$ cat src/rtl/apb_reg_completer_pkg.sv
// Shared types and register-map constants for the APB register completer.
// Provides the FSM state enum and the word indices of the fixed registers.
package apb_completer_pkg;

  typedef enum logic [1:0] {
    ST_IDLE,
    ST_WAIT,
    ST_RESP
  } state_t;

  localparam int IDX_ID        = 0;
  localparam int IDX_CTRL      = 1;
  localparam int IDX_STATUS    = 2;
  localparam int FIRST_SCRATCH = 3;
  localparam int CTRL_CLR_BIT  = 0;

endpackage

$ cat src/rtl/apb_reg_completer_if.sv
// APB bus bundle between a requester (master) and the completer (slave).
// Ports: PSEL/PENABLE/PWRITE/PADDR/PWDATA in, PREADY/PRDATA/PSLVERR back.
interface apb_reg_completer_if #(
  parameter int ADDR_WIDTH = 13,
  parameter int DATA_WIDTH = 32
);

  logic                  PSEL;
  logic                  PENABLE;
  logic                  PWRITE;
  logic [ADDR_WIDTH-1:0] PADDR;
  logic [DATA_WIDTH-1:0] PWDATA;
  logic                  PREADY;
  logic [DATA_WIDTH-1:0] PRDATA;
  logic                  PSLVERR;

  modport master (
    output PSEL, PENABLE, PWRITE, PADDR, PWDATA,
    input  PREADY, PRDATA, PSLVERR
  );

  modport slave (
    input  PSEL, PENABLE, PWRITE, PADDR, PWDATA,
    output PREADY, PRDATA, PSLVERR
  );

endinterface

$ cat src/rtl/apb_reg_completer_reg_bank.sv
// Register bank: ID/CTRL/STATUS/scratch storage, decode, error and read mux.
// Ports: PCLK, PRESETn, i_addr/i_write (decode), o_err/o_rdata, i_done/i_wr_* (commit).
module apb_reg_bank
  import apb_completer_pkg::*;
#(
  parameter int                   ADDR_WIDTH = 13,
  parameter int                   DATA_WIDTH = 32,
  parameter int                   NUM_REGS   = 16,
  parameter logic [DATA_WIDTH-1:0] ID_VALUE  = 32'hA5B0_0001
) (
  input  logic                  PCLK,
  input  logic                  PRESETn,
  input  logic [ADDR_WIDTH-1:0] i_addr,
  input  logic                  i_write,
  output logic                  o_err,
  output logic [DATA_WIDTH-1:0] o_rdata,
  input  logic                  i_done,
  input  logic                  i_wr_en,
  input  logic [ADDR_WIDTH-3:0] i_wr_idx,
  input  logic [DATA_WIDTH-1:0] i_wr_data
);

  localparam int IW = ADDR_WIDTH - 2;
  localparam logic [DATA_WIDTH-1:0] CLR_MASK =
    DATA_WIDTH'(1) << CTRL_CLR_BIT;

  logic [DATA_WIDTH-1:0] r_ctrl;
  logic [DATA_WIDTH-1:0] r_status;
  logic [DATA_WIDTH-1:0] r_scratch [FIRST_SCRATCH:NUM_REGS-1];

  logic [IW-1:0]         w_idx;
  logic                  w_ro;
  logic                  w_err;
  logic [DATA_WIDTH-1:0] w_data;
  logic                  w_wr;

  assign w_idx = i_addr[ADDR_WIDTH-1:2];
  assign w_ro  = (w_idx == IW'(IDX_ID)) ||
                 (w_idx == IW'(IDX_STATUS));
  assign w_err = (32'(w_idx) >= 32'(NUM_REGS)) ||
                 (i_addr[1:0] != 2'b00) ||
                 (i_write && w_ro);
  assign o_err = w_err;

  always_comb begin
    w_data = '0;
    if (w_idx == IW'(IDX_ID))
      w_data = ID_VALUE;
    else if (w_idx == IW'(IDX_CTRL))
      w_data = r_ctrl;
    else if (w_idx == IW'(IDX_STATUS))
      w_data = r_status;
    for (int i = FIRST_SCRATCH; i < NUM_REGS; i++)
      if (w_idx == IW'(i))
        w_data = r_scratch[i];
  end

  assign o_rdata = (i_write || w_err) ? '0 : w_data;

  assign w_wr = i_done && i_wr_en;

  always_ff @(posedge PCLK) begin
    if (!PRESETn) begin
      r_ctrl   <= '0;
      r_status <= '0;
      for (int i = FIRST_SCRATCH; i < NUM_REGS; i++)
        r_scratch[i] <= '0;
    end else begin
      if (i_done)
        r_status <= r_status + 1'b1;
      if (w_wr) begin
        if (i_wr_idx == IW'(IDX_CTRL)) begin
          // clear bit is a strobe: never stored
          r_ctrl <= i_wr_data & ~CLR_MASK;
          // clear wins over this transfer's own increment
          if (i_wr_data[CTRL_CLR_BIT])
            r_status <= '0;
        end
        for (int i = FIRST_SCRATCH; i < NUM_REGS; i++)
          if (i_wr_idx == IW'(i))
            r_scratch[i] <= i_wr_data;
      end
    end
  end

endmodule

$ cat src/rtl/apb_reg_completer.sv
// APB completer terminating transfers in a local register bank with wait states.
// Ports: PCLK, PRESETn (sync, active low), s_apb (APB slave modport).
module apb_reg_completer
  import apb_completer_pkg::*;
#(
  parameter int                    ADDR_WIDTH  = 13,
  parameter int                    DATA_WIDTH  = 32,
  parameter int                    NUM_REGS    = 16,
  parameter int                    WAIT_STATES = 1,
  parameter logic [DATA_WIDTH-1:0] ID_VALUE    = 32'hA5B0_0001
) (
  input  logic                PCLK,
  input  logic                PRESETn,
  apb_reg_completer_if.slave  s_apb
);

  state_t                r_state;
  state_t                w_next;
  logic [3:0]            r_cnt;
  logic [ADDR_WIDTH-1:0] r_addr;
  logic                  r_write;
  logic [DATA_WIDTH-1:0] r_wdata;
  logic [DATA_WIDTH-1:0] r_prdata;
  logic                  r_slverr;

  logic                  w_setup;
  logic                  w_access;
  logic                  w_resp;
  logic                  w_enter_resp;
  logic                  w_done;
  logic [ADDR_WIDTH-1:0] w_dec_addr;
  logic                  w_dec_write;
  logic                  w_bank_err;
  logic [DATA_WIDTH-1:0] w_bank_rdata;

  assign w_setup  = s_apb.PSEL && !s_apb.PENABLE;
  assign w_access = s_apb.PSEL && s_apb.PENABLE;
  assign w_resp   = (r_state == ST_RESP);
  assign w_done   = w_resp && w_access;

  // zero-wait transfers enter RESP straight from setup,
  // so decode the live bus in IDLE and the captured copy after
  assign w_dec_addr  = (r_state == ST_IDLE) ? s_apb.PADDR : r_addr;
  assign w_dec_write = (r_state == ST_IDLE) ? s_apb.PWRITE : r_write;

  always_comb begin
    w_next = r_state;
    unique case (r_state)
      ST_IDLE:
        if (w_setup)
          w_next = (WAIT_STATES == 0) ? ST_RESP : ST_WAIT;
      ST_WAIT:
        if (!s_apb.PSEL)
          w_next = ST_IDLE;
        else if (r_cnt == 4'd1)
          w_next = ST_RESP;
      ST_RESP:
        if (!s_apb.PSEL || s_apb.PENABLE)
          w_next = ST_IDLE;
      default:
        w_next = ST_IDLE;
    endcase
  end

  assign w_enter_resp = (w_next == ST_RESP) && !w_resp;

  always_ff @(posedge PCLK) begin
    if (!PRESETn)
      r_state <= ST_IDLE;
    else
      r_state <= w_next;
  end

  always_ff @(posedge PCLK) begin
    if (!PRESETn) begin
      r_cnt    <= '0;
      r_addr   <= '0;
      r_write  <= 1'b0;
      r_wdata  <= '0;
      r_prdata <= '0;
      r_slverr <= 1'b0;
    end else begin
      if (r_state == ST_IDLE && w_setup) begin
        r_addr  <= s_apb.PADDR;
        r_write <= s_apb.PWRITE;
        r_wdata <= s_apb.PWDATA;
        r_cnt   <= 4'(WAIT_STATES);
      end else if (r_state == ST_WAIT) begin
        r_cnt <= r_cnt - 4'd1;
      end
      if (w_enter_resp) begin
        r_prdata <= w_bank_rdata;
        r_slverr <= w_bank_err;
      end
    end
  end

  apb_reg_bank #(
    .ADDR_WIDTH (ADDR_WIDTH),
    .DATA_WIDTH (DATA_WIDTH),
    .NUM_REGS   (NUM_REGS),
    .ID_VALUE   (ID_VALUE)
  ) u_bank (
    .PCLK      (PCLK),
    .PRESETn   (PRESETn),
    .i_addr    (w_dec_addr),
    .i_write   (w_dec_write),
    .o_err     (w_bank_err),
    .o_rdata   (w_bank_rdata),
    .i_done    (w_done),
    .i_wr_en   (r_write && !r_slverr),
    .i_wr_idx  (r_addr[ADDR_WIDTH-1:2]),
    .i_wr_data (r_wdata)
  );

  assign s_apb.PREADY  = w_resp;
  assign s_apb.PRDATA  = w_resp ? r_prdata : '0;
  assign s_apb.PSLVERR = w_resp && r_slverr;

endmodule

$ cat src/flat_wrapper.sv
// flat-port wrapper written by rule: the top's interface ports become plain ports
module apb_reg_completer_flat import apb_completer_pkg::*;
#(
  parameter int                    ADDR_WIDTH  = 13,
  parameter int                    DATA_WIDTH  = 32,
  parameter int                    NUM_REGS    = 16,
  parameter int                    WAIT_STATES = 1,
  parameter logic [DATA_WIDTH-1:0] ID_VALUE    = 32'hA5B0_0001
)
  (PCLK, PRESETn, s_apb_PSEL, s_apb_PENABLE, s_apb_PWRITE, s_apb_PADDR, s_apb_PWDATA, s_apb_PREADY, s_apb_PRDATA, s_apb_PSLVERR);
  apb_reg_completer_if #(.ADDR_WIDTH(ADDR_WIDTH), .DATA_WIDTH(DATA_WIDTH)) s_apb_i ();
  input  logic PCLK;
  input  logic PRESETn;
  input wire logic [$bits(s_apb_i.PSEL)-1:0] s_apb_PSEL;
  input wire logic [$bits(s_apb_i.PENABLE)-1:0] s_apb_PENABLE;
  input wire logic [$bits(s_apb_i.PWRITE)-1:0] s_apb_PWRITE;
  input wire logic [$bits(s_apb_i.PADDR)-1:0] s_apb_PADDR;
  input wire logic [$bits(s_apb_i.PWDATA)-1:0] s_apb_PWDATA;
  output wire logic [$bits(s_apb_i.PREADY)-1:0] s_apb_PREADY;
  output wire logic [$bits(s_apb_i.PRDATA)-1:0] s_apb_PRDATA;
  output wire logic [$bits(s_apb_i.PSLVERR)-1:0] s_apb_PSLVERR;
  assign s_apb_i.PSEL = s_apb_PSEL;
  assign s_apb_i.PENABLE = s_apb_PENABLE;
  assign s_apb_i.PWRITE = s_apb_PWRITE;
  assign s_apb_i.PADDR = s_apb_PADDR;
  assign s_apb_i.PWDATA = s_apb_PWDATA;
  assign s_apb_PREADY = s_apb_i.PREADY;
  assign s_apb_PRDATA = s_apb_i.PRDATA;
  assign s_apb_PSLVERR = s_apb_i.PSLVERR;
  apb_reg_completer #(.ADDR_WIDTH(ADDR_WIDTH), .DATA_WIDTH(DATA_WIDTH), .NUM_REGS(NUM_REGS), .WAIT_STATES(WAIT_STATES), .ID_VALUE(ID_VALUE)) u_core (.PCLK(PCLK), .PRESETn(PRESETn), .s_apb(s_apb_i));
endmodule
$ cat config.mk
export PLATFORM = sky130hd
export DESIGN_NAME = apb_reg_completer_flat
export DESIGN_NICKNAME = d
export VERILOG_FILES = /design/src/rtl/apb_reg_completer_pkg.sv /design/src/rtl/apb_reg_completer_if.sv /design/src/rtl/apb_reg_completer_reg_bank.sv /design/src/rtl/apb_reg_completer.sv /design/src/flat_wrapper.sv
export SDC_FILE = /design/constraint.sdc
export NUM_CORES = 1
export LEC_CHECK = 0
export CAP_MARGIN = 15
export CORE_MARGIN = 2
export CORE_UTILIZATION = 54
export DETAILED_ROUTE_END_ITERATION = 8
export PLACE_DENSITY = 0.72
export SLEW_MARGIN = 0
export SYNTH_ARGS = -nofsm -noshare
export SYNTH_HDL_FRONTEND = slang
export SYNTH_SLANG_ARGS = --single-unit
export TNS_END_PERCENT = 20
$ cat constraint.sdc
create_clock -name PCLK -period 7.55 [get_ports PCLK]
set_input_delay 1.8875 -clock PCLK [delete_from_list [all_inputs] [get_ports PCLK]]
set_output_delay 1.8875 -clock PCLK [all_outputs]
set_load 0.02 [all_outputs]
==> impl_metrics.py, run 1 <==
metrics = {
    "pwr": {
        "clock_power_share": 0.435,
        "power_density_mw_per_mm2": 234.1,
        "power.internal_w": 0.005191,
        "power.share.sequential": 0.520,
        "power.switching_w": 0.001518,
        "ir_drop_mv": 0.2579,
        "leakage_nw": 10.12,
        "sw_frac_of_total": 0.2262,
        "combPwrFrac": 0.045,
    },
    "run": {
        "maxCapViolations": 0,
    },
    "yosys": {
        "postSynth.asyncResetShare": 0,
        "syn_nets": 2308,
        "ys_top_cells_by_count": "458 x and2_1, 416 x edfxtp_1, 252 x nand2_1, 148 x clkbuf_1, 148 x dfxtp_1",
        "synthTopCellsByArea": "edfxtp_1 50%, dfxtp_1 12%, and2_1 11%",
        "synth_top_area_cell": "edfxtp_1",
        "syn_avg_cell_area_sq_um": 11.14,
        "synth.top_cell.area_share": 0.4971,
        "synth_edf_count": 416,
        "synthCells": 2255,
        "seq_area_frac_synth": 0.6150,
        "synth_ff_type": "edfxtp_1",
        "ys_types": 77,
        "synth.most_common_cell": "and2_1",
        "ys_warn_count": 0,
        "yosys_register_bits": 564,
        "syn_area_sq_mm": 0.02513,
    },
    "cts": {
        "cts_buffers": 56,
        "cts_setup_buffers": 0,
        "cts_sinks": 564,
        "cts_tree": "yes",
        "clkLatencyLatePin_ns": 0.62,
        "cts_resized": 0,
        "path_clk_slew_ns": 0.06,
        "root_buffer": "clkbuf_16",
        "hold_buffers": 0,
        "h-tree-depth": 2,
        "cts_buffer_depth": 3,
    },
    "drt": {
        "via_per_inst": 6.646,
        "drt-initial-drc-count": 3214,
        "drt_wl_total_microns": 85180,
        "drtAntennaViolNets": 0,
        "routedWlPerCell_microns": 29.03,
        "drc": 0,
        "dr.pass1.iters": 9,
        "via_count": 19500,
    },
    "sta": {
        "fin_setup_tns_ns": 0,
        "fmax_mhz": 194.3,
        "tightest_slew_ns": 1.377,
        "grt_setup_unrepaired": "no",
        "maxSlewViolCount": 0,
        "slew_headroom": 0.05796,
        "skew_ns": 0.02257,
        "setup_violations": 0,
        "hold_violations": 0,
        "finalWorstSetupSlack_ns": 2.403,
        "min_period_ns": 5.147,
        "min_period_over_period": 0.6818,
    },
    "global_routing": {
        "grt_util_met3": 0.1046,
        "grt_start_max_net_pins": 50,
        "grt_util_met2": 0.5336,
        "grt_overflow": 0,
        "top_usage_layer": "met2",
        "grt_pass1_wl_microns": 123700,
        "grt_pass1_vias": 18510,
        "antenna_found_initial": 2,
        "met1_usage": 0.4763,
        "grtUsageTotal": 0.3538,
    },
    "critical_path": {
        "crit_chain": "clkdlybuf4s50_1, nor4_1, nand4_1, a21oi_2, buf_4, buf_4, a221oi_1, and3_1, o21ai_0",
        "cp_slowest_cell": "nor4_1",
        "crit_top_cell": "buf_4",
        "cp_data_arrival_time_ns": 5.70,
        "path_buf_inv": 3,
        "critPathLaunchType": "input pin",
        "max_stage_delay_ns": 0.99,
        "required_ns": 8.10,
        "critPathKind": "input pin to register",
        "cp-end-kind": "register",
        "cp_top_family": "simple AND/OR/NAND/NOR gates",
        "crit_path_max_fanout": 11,
    },
    "placed_design": {
        "place_congestion": 0.9657,
        "port_buffers": 83,
        "pre_cts_ws_ns": 2.028,
        "dp_hpwl_microns": 54760,
    },
    "floorplanning": {
        "die_y_microns": 219.7,
        "die_x_microns": 219.7,
        "rows": 79,
        "initial_core_util": 0.5432,
        "core-area_sq_mm": 0.04626,
        "pin_count": 84,
        "dieArea_sq_mm": 0.04827,
    },
    "status": {
        "status": "finished clean",
    },
    "min_path": {
        "hold_path.class": "register to register",
    },
    "layout": {
        "regArea_sq_mm": 0.01545,
        "fillers": 3677,
        "fin_nets": 2332,
        "drive_gt1_frac": 0.08942,
        "synthToLayoutAreaGrowth_pct": 14.02,
        "multi_input_area_sq_mm": 0.009210,
    },
}
stage by stage:
step / instance area [sq um] / hold slack [ns] / std cells / power, W / util
6_report: 28650 / 0.4607 / 2934 / 0.006708 / 0.6193
5_1_grt: 28650 / 0.4756 / 2933 / 0.006847 / 0.6193
2_1_floorplan: 25130 / 0.4113 / 2255 / 0.003668 / -
3_5_place_dp: 26720 / 0.4392 / 2828 / 0.003837 / 0.5777
3_3_place_gp: 26720 / 0.4343 / 2828 / 0.003829 / 0.5777
4_1_cts: 28650 / 0.4523 / 2933 / 0.006688 / 0.6193
tightest hold or removal path: cells and delay by family, from the launching register on:
kind / cells / cell delay (ns)
and+or+nand+nor: 1 / 0.05
DFF: 1 / 0.31
AOI/OAI and AO/OA: 1 / 0.05
cells by family after synthesis:
kind of cell | count (synthesis) | synth area share
buffers and inverters | 184 | 0.02938
AO/OA/AOI/OAI | 494 | 0.1344
adder cells (fa/ha/maj) | 3 | 0.001494
flip-flops | 564 | 0.6150
multiplexers | 3 | 0.001195
XOR/XNOR | 32 | 0.01115
AND/OR/NAND/NOR | 975 | 0.2073
state kept, by name, indices dropped and copies added, names as in the netlist, 2 cells and up:
signal                   count
u_core.u_bank.r_scratch    416
u_core.r_prdata             32
u_core.r_wdata              32
u_core.u_bank.r_status      32
u_core.u_bank.r_ctrl        31
u_core.r_addr               13
u_core.r_cnt                 4
u_core.r_state               2
power groups by stage:
stage                     combinational [W]  sequential, W  clock (W)
final                              0.000303        0.00349    0.00292
after global routing               0.000314        0.00349    0.00304
after CTS                          0.000293        0.00348    0.00292
after detailed placement           0.000291        0.00355          0
after global placement             0.000287        0.00354          0
after floorplan                    0.000166        0.00350          0
area by class of cell:
class	instances	area share
Antenna cell	1	0.00008734
Timing Repair Buffer	142	0.04428
Tap cell	607	0.02651
Clock buffer	90	0.06035
Multi-Input combinational cell	1507	0.3215
Clock inverter	15	0.006813
Inverter	8	0.001048
Sequential cell	564	0.5394
cell usage in the layout (no fill, tap or decap), drive strengths merged, types with 24 or more instances in the layout:
cell type / Yosys / layout
a22oi: 52 / 52
o22ai: 44 / 44
o21ai: 71 / 71
and2: 460 / 460
nor2: 113 / 113
dfxtp: 148 / 148
a21oi: 143 / 143
buf: 28 / 60
a221oi: 29 / 29
edfxtp: 416 / 416
nand3: 36 / 36
nand2: 252 / 252
clkbuf: 148 / 90
a222oi: 30 / 30
nor3: 24 / 24
clkdlybuf4s50: 0 / 82
worst paths after layout:
check / startpoint / endpoint / slack (ns) / cells after the start
setup / recovery: s_apb_PADDR[9] / u_core.r_prdata[5] / 2.40 / 9
hold reg to reg: u_core.u_bank.r_ctrl[4] / u_core.u_bank.r_ctrl[4] / 0.46 / 2
hold / removal: u_core.u_bank.r_ctrl[4] / u_core.u_bank.r_ctrl[4] / 0.46 / 2
setup reg to reg: u_core.r_state[1] / u_core.u_bank.r_scratch[0][285] / 2.74 / 7
layer usage:
metal,share of wire,vias to the layer above
met5,0.00026,-
met4,0.047,4
met3,0.14,263
met2,0.44,1474
met1,0.37,9519
li1,-,8240
Power figures use the tool's default switching activity.
==> run 2: changes to the inputs <==
--- a/config.mk
+++ b/config.mk
@@ -9,7 +9,7 @@
 export CORE_MARGIN = 2
 export CORE_UTILIZATION = 54
 export DETAILED_ROUTE_END_ITERATION = 8
-export PLACE_DENSITY = 0.72
+export PLACE_DENSITY = 0.74
 export SLEW_MARGIN = 0
 export SYNTH_ARGS = -nofsm -noshare
 export SYNTH_HDL_FRONTEND = slang
==> constraint.sdc (replaced) <==
create_clock -name PCLK -period 4.3 [get_ports PCLK]
set_input_delay 1.075 -clock PCLK [delete_from_list [all_inputs] [get_ports PCLK]]
set_output_delay 1.075 -clock PCLK [all_outputs]
set_load 0.02 [all_outputs]
==> run 2 against run 1 <==
Against the previous run: worst setup slack worse by 2.1 ns; sequential share of layout area down 1.1 points; sequential power is 75% higher; clock skew hardly changed; highest routed layer unchanged; register-to-register slack got worse by 2.1 ns; routed wire length rose by 2.9%.
==> impl_metrics.py, run 2 (synthesis gave the netlist of run 1 again) <==
metrics = {
    "min_path": {
        "hp-start": "u_core.u_bank.r_ctrl[20]",
        "worstHoldPathCells": 2,
        "hold_path.class": "register to register",
        "min_to": "u_core.u_bank.r_ctrl[20]",
    },
    "pwr": {
        "power_density_mw_per_mm2": 392.1,
        "ir_drop_mv": 0.4027,
        "leakage_nw": 10.49,
        "power_w": 0.01147,
    },
    "drt": {
        "drt_wl_total_microns": 87670,
        "dr.pass1.iters": 9,
        "via_per_inst": 6.634,
        "drtAntennaViolNets": 0,
        "routedWlPerCell_microns": 29.15,
        "drt-initial-drc-count": 3556,
        "drc": 0,
        "via_count": 19960,
    },
    "floorplanning": {
        "rows": 79,
        "initial_core_util": 0.5432,
        "dieArea_sq_mm": 0.04827,
        "die_x_microns": 219.7,
        "pin_count": 84,
        "die_y_microns": 219.7,
        "core-area_sq_mm": 0.04626,
    },
    "cts": {
        "path_clk_slew_ns": 0.06,
        "cts_resized": 0,
        "hold_buffers": 0,
        "h-tree-depth": 2,
        "cts_tree": "yes",
        "cts_buffer_depth": 3,
        "cts_setup_buffers": 0,
        "root_buffer": "clkbuf_16",
        "clkLatencyLatePin_ns": 0.63,
        "cts_buffers": 55,
        "cts_sinks": 564,
    },
    "layout": {
        "largest_reg_flops": 416,
        "drive_gt1_frac": 0.1150,
        "diodes": 0,
        "post-route-cell-area_sq_mm": 0.02926,
        "final_common_cell": "and2_1",
        "layout_common_cells": "458 x and2_1, 416 x edfxtp_1, 252 x nand2_1",
        "fin_nets": 2408,
        "largest-register": "u_core.u_bank.r_scratch",
        "final_core_utilization": 0.6324,
        "synthToLayoutAreaGrowth_pct": 16.43,
    },
    "sta": {
        "min_period_over_period": 0.9311,
        "grt_setup_unrepaired": "no",
        "maxSlewViolCount": 0,
        "hold_violations": 0,
        "finalWorstSetupSlack_ns": 0.2961,
        "min_period_ns": 4.004,
        "slew_headroom": 0.2160,
        "setup_violations": 0,
        "skew_ns": 0.02241,
        "tightest_slew_ns": 1.161,
        "fmax_mhz": 249.8,
    },
    "global_routing": {
        "grtUsageTotal": 0.3623,
        "met1_usage": 0.4909,
        "grt_overflow": 0,
        "grt_util_met3": 0.09855,
        "antenna_found_initial": 8,
        "grt_pass1_wl_microns": 125700,
        "top_usage_layer": "met2",
        "grt_start_max_net_pins": 65,
        "grt_pass1_vias": 18760,
        "grt_util_met2": 0.5385,
    },
    "placed_design": {
        "pre_cts_ws_ns": 0.09568,
        "detailed_place.area_sq_mm": 0.02751,
        "place_congestion": 0.9828,
        "port_buffers": 83,
        "dp_hpwl_microns": 57220,
    },
    "run": {
        "maxCapViolations": 0,
    },
    "status": {
        "status": "finished clean",
    },
    "critical_path": {
        "rrSetupSlack_ns": 0.63,
        "critPathLaunchType": "register",
        "crit_path_max_fanout": 36,
        "r2r_start": "u_core.r_state[0]",
        "critPathKind": "register to primary output",
        "worst-r2r-cell-count": 8,
        "startpoint": "u_core.r_state[1]",
        "cp-end-kind": "primary output",
        "required_ns": 3.22,
        "cp_data_arrival_time_ns": 2.93,
        "r2r_end": "u_core.r_prdata[7]",
    },
}
==> run 2: routing by layer <==
metal  vias up  wire, microns
li1       8392              -
met5         -             46
met2      1613          37970
met3       319          12680
met1      9625          31950
met4         6           5019
==> run 2: final cells by class <==
class / count / area (sq um)
clock buffer: 78 / 1483
clock inverter: 25 / 267.8
fill: 3503 / 17000
inverter: 8 / 30.03
multi-input combinational: 1507 / 9176
sequential: 564 / 15450
tap: 607 / 759.5
timing repair buffer: 219 / 2085
==> run 2: worst max-delay path: stages (launching register included) <==
cell             delay (ns)
dfxtp_1                0.86
nor2b_2                0.27
buf_4                  0.34
and2_1                 0.22
clkdlybuf4s50_1        0.62
==> run 2: power breakdown <==
group	switching (W)	total, W	leakage, nW	internal (W)
Clock	0.00208	0.00478	0.861	0.00270
Combinational	0.000394	0.000566	4.12	0.000172
Sequential	0.000145	0.00612	5.50	0.00597
Total	0.00262	0.0115	10.5	0.00885
==> run 2: how the worst max path moves through the flow <==
stage                     cells after the start                              end
final                                         4                  s_apb_PRDATA[7]
after CTS                                     4                  s_apb_PRDATA[7]
after detailed placement                      8               u_core.r_prdata[7]
after global routing                          4                  s_apb_PRDATA[7]
after global placement                        8               u_core.r_prdata[7]
after floorplan                               5  u_core.u_bank.r_scratch[0][192]
==> run 2: per-stage QoR <==
step	hold WS [ns]	setup TNS (ns)	cells
finish	0.4533	0	3008
global route	0.4716	0	3008
CTS	0.4542	0	3008
detailed placement	0.4344	0	2905
global placement	0.4297	0	2905
floorplan	0.4113	-180.06	2255
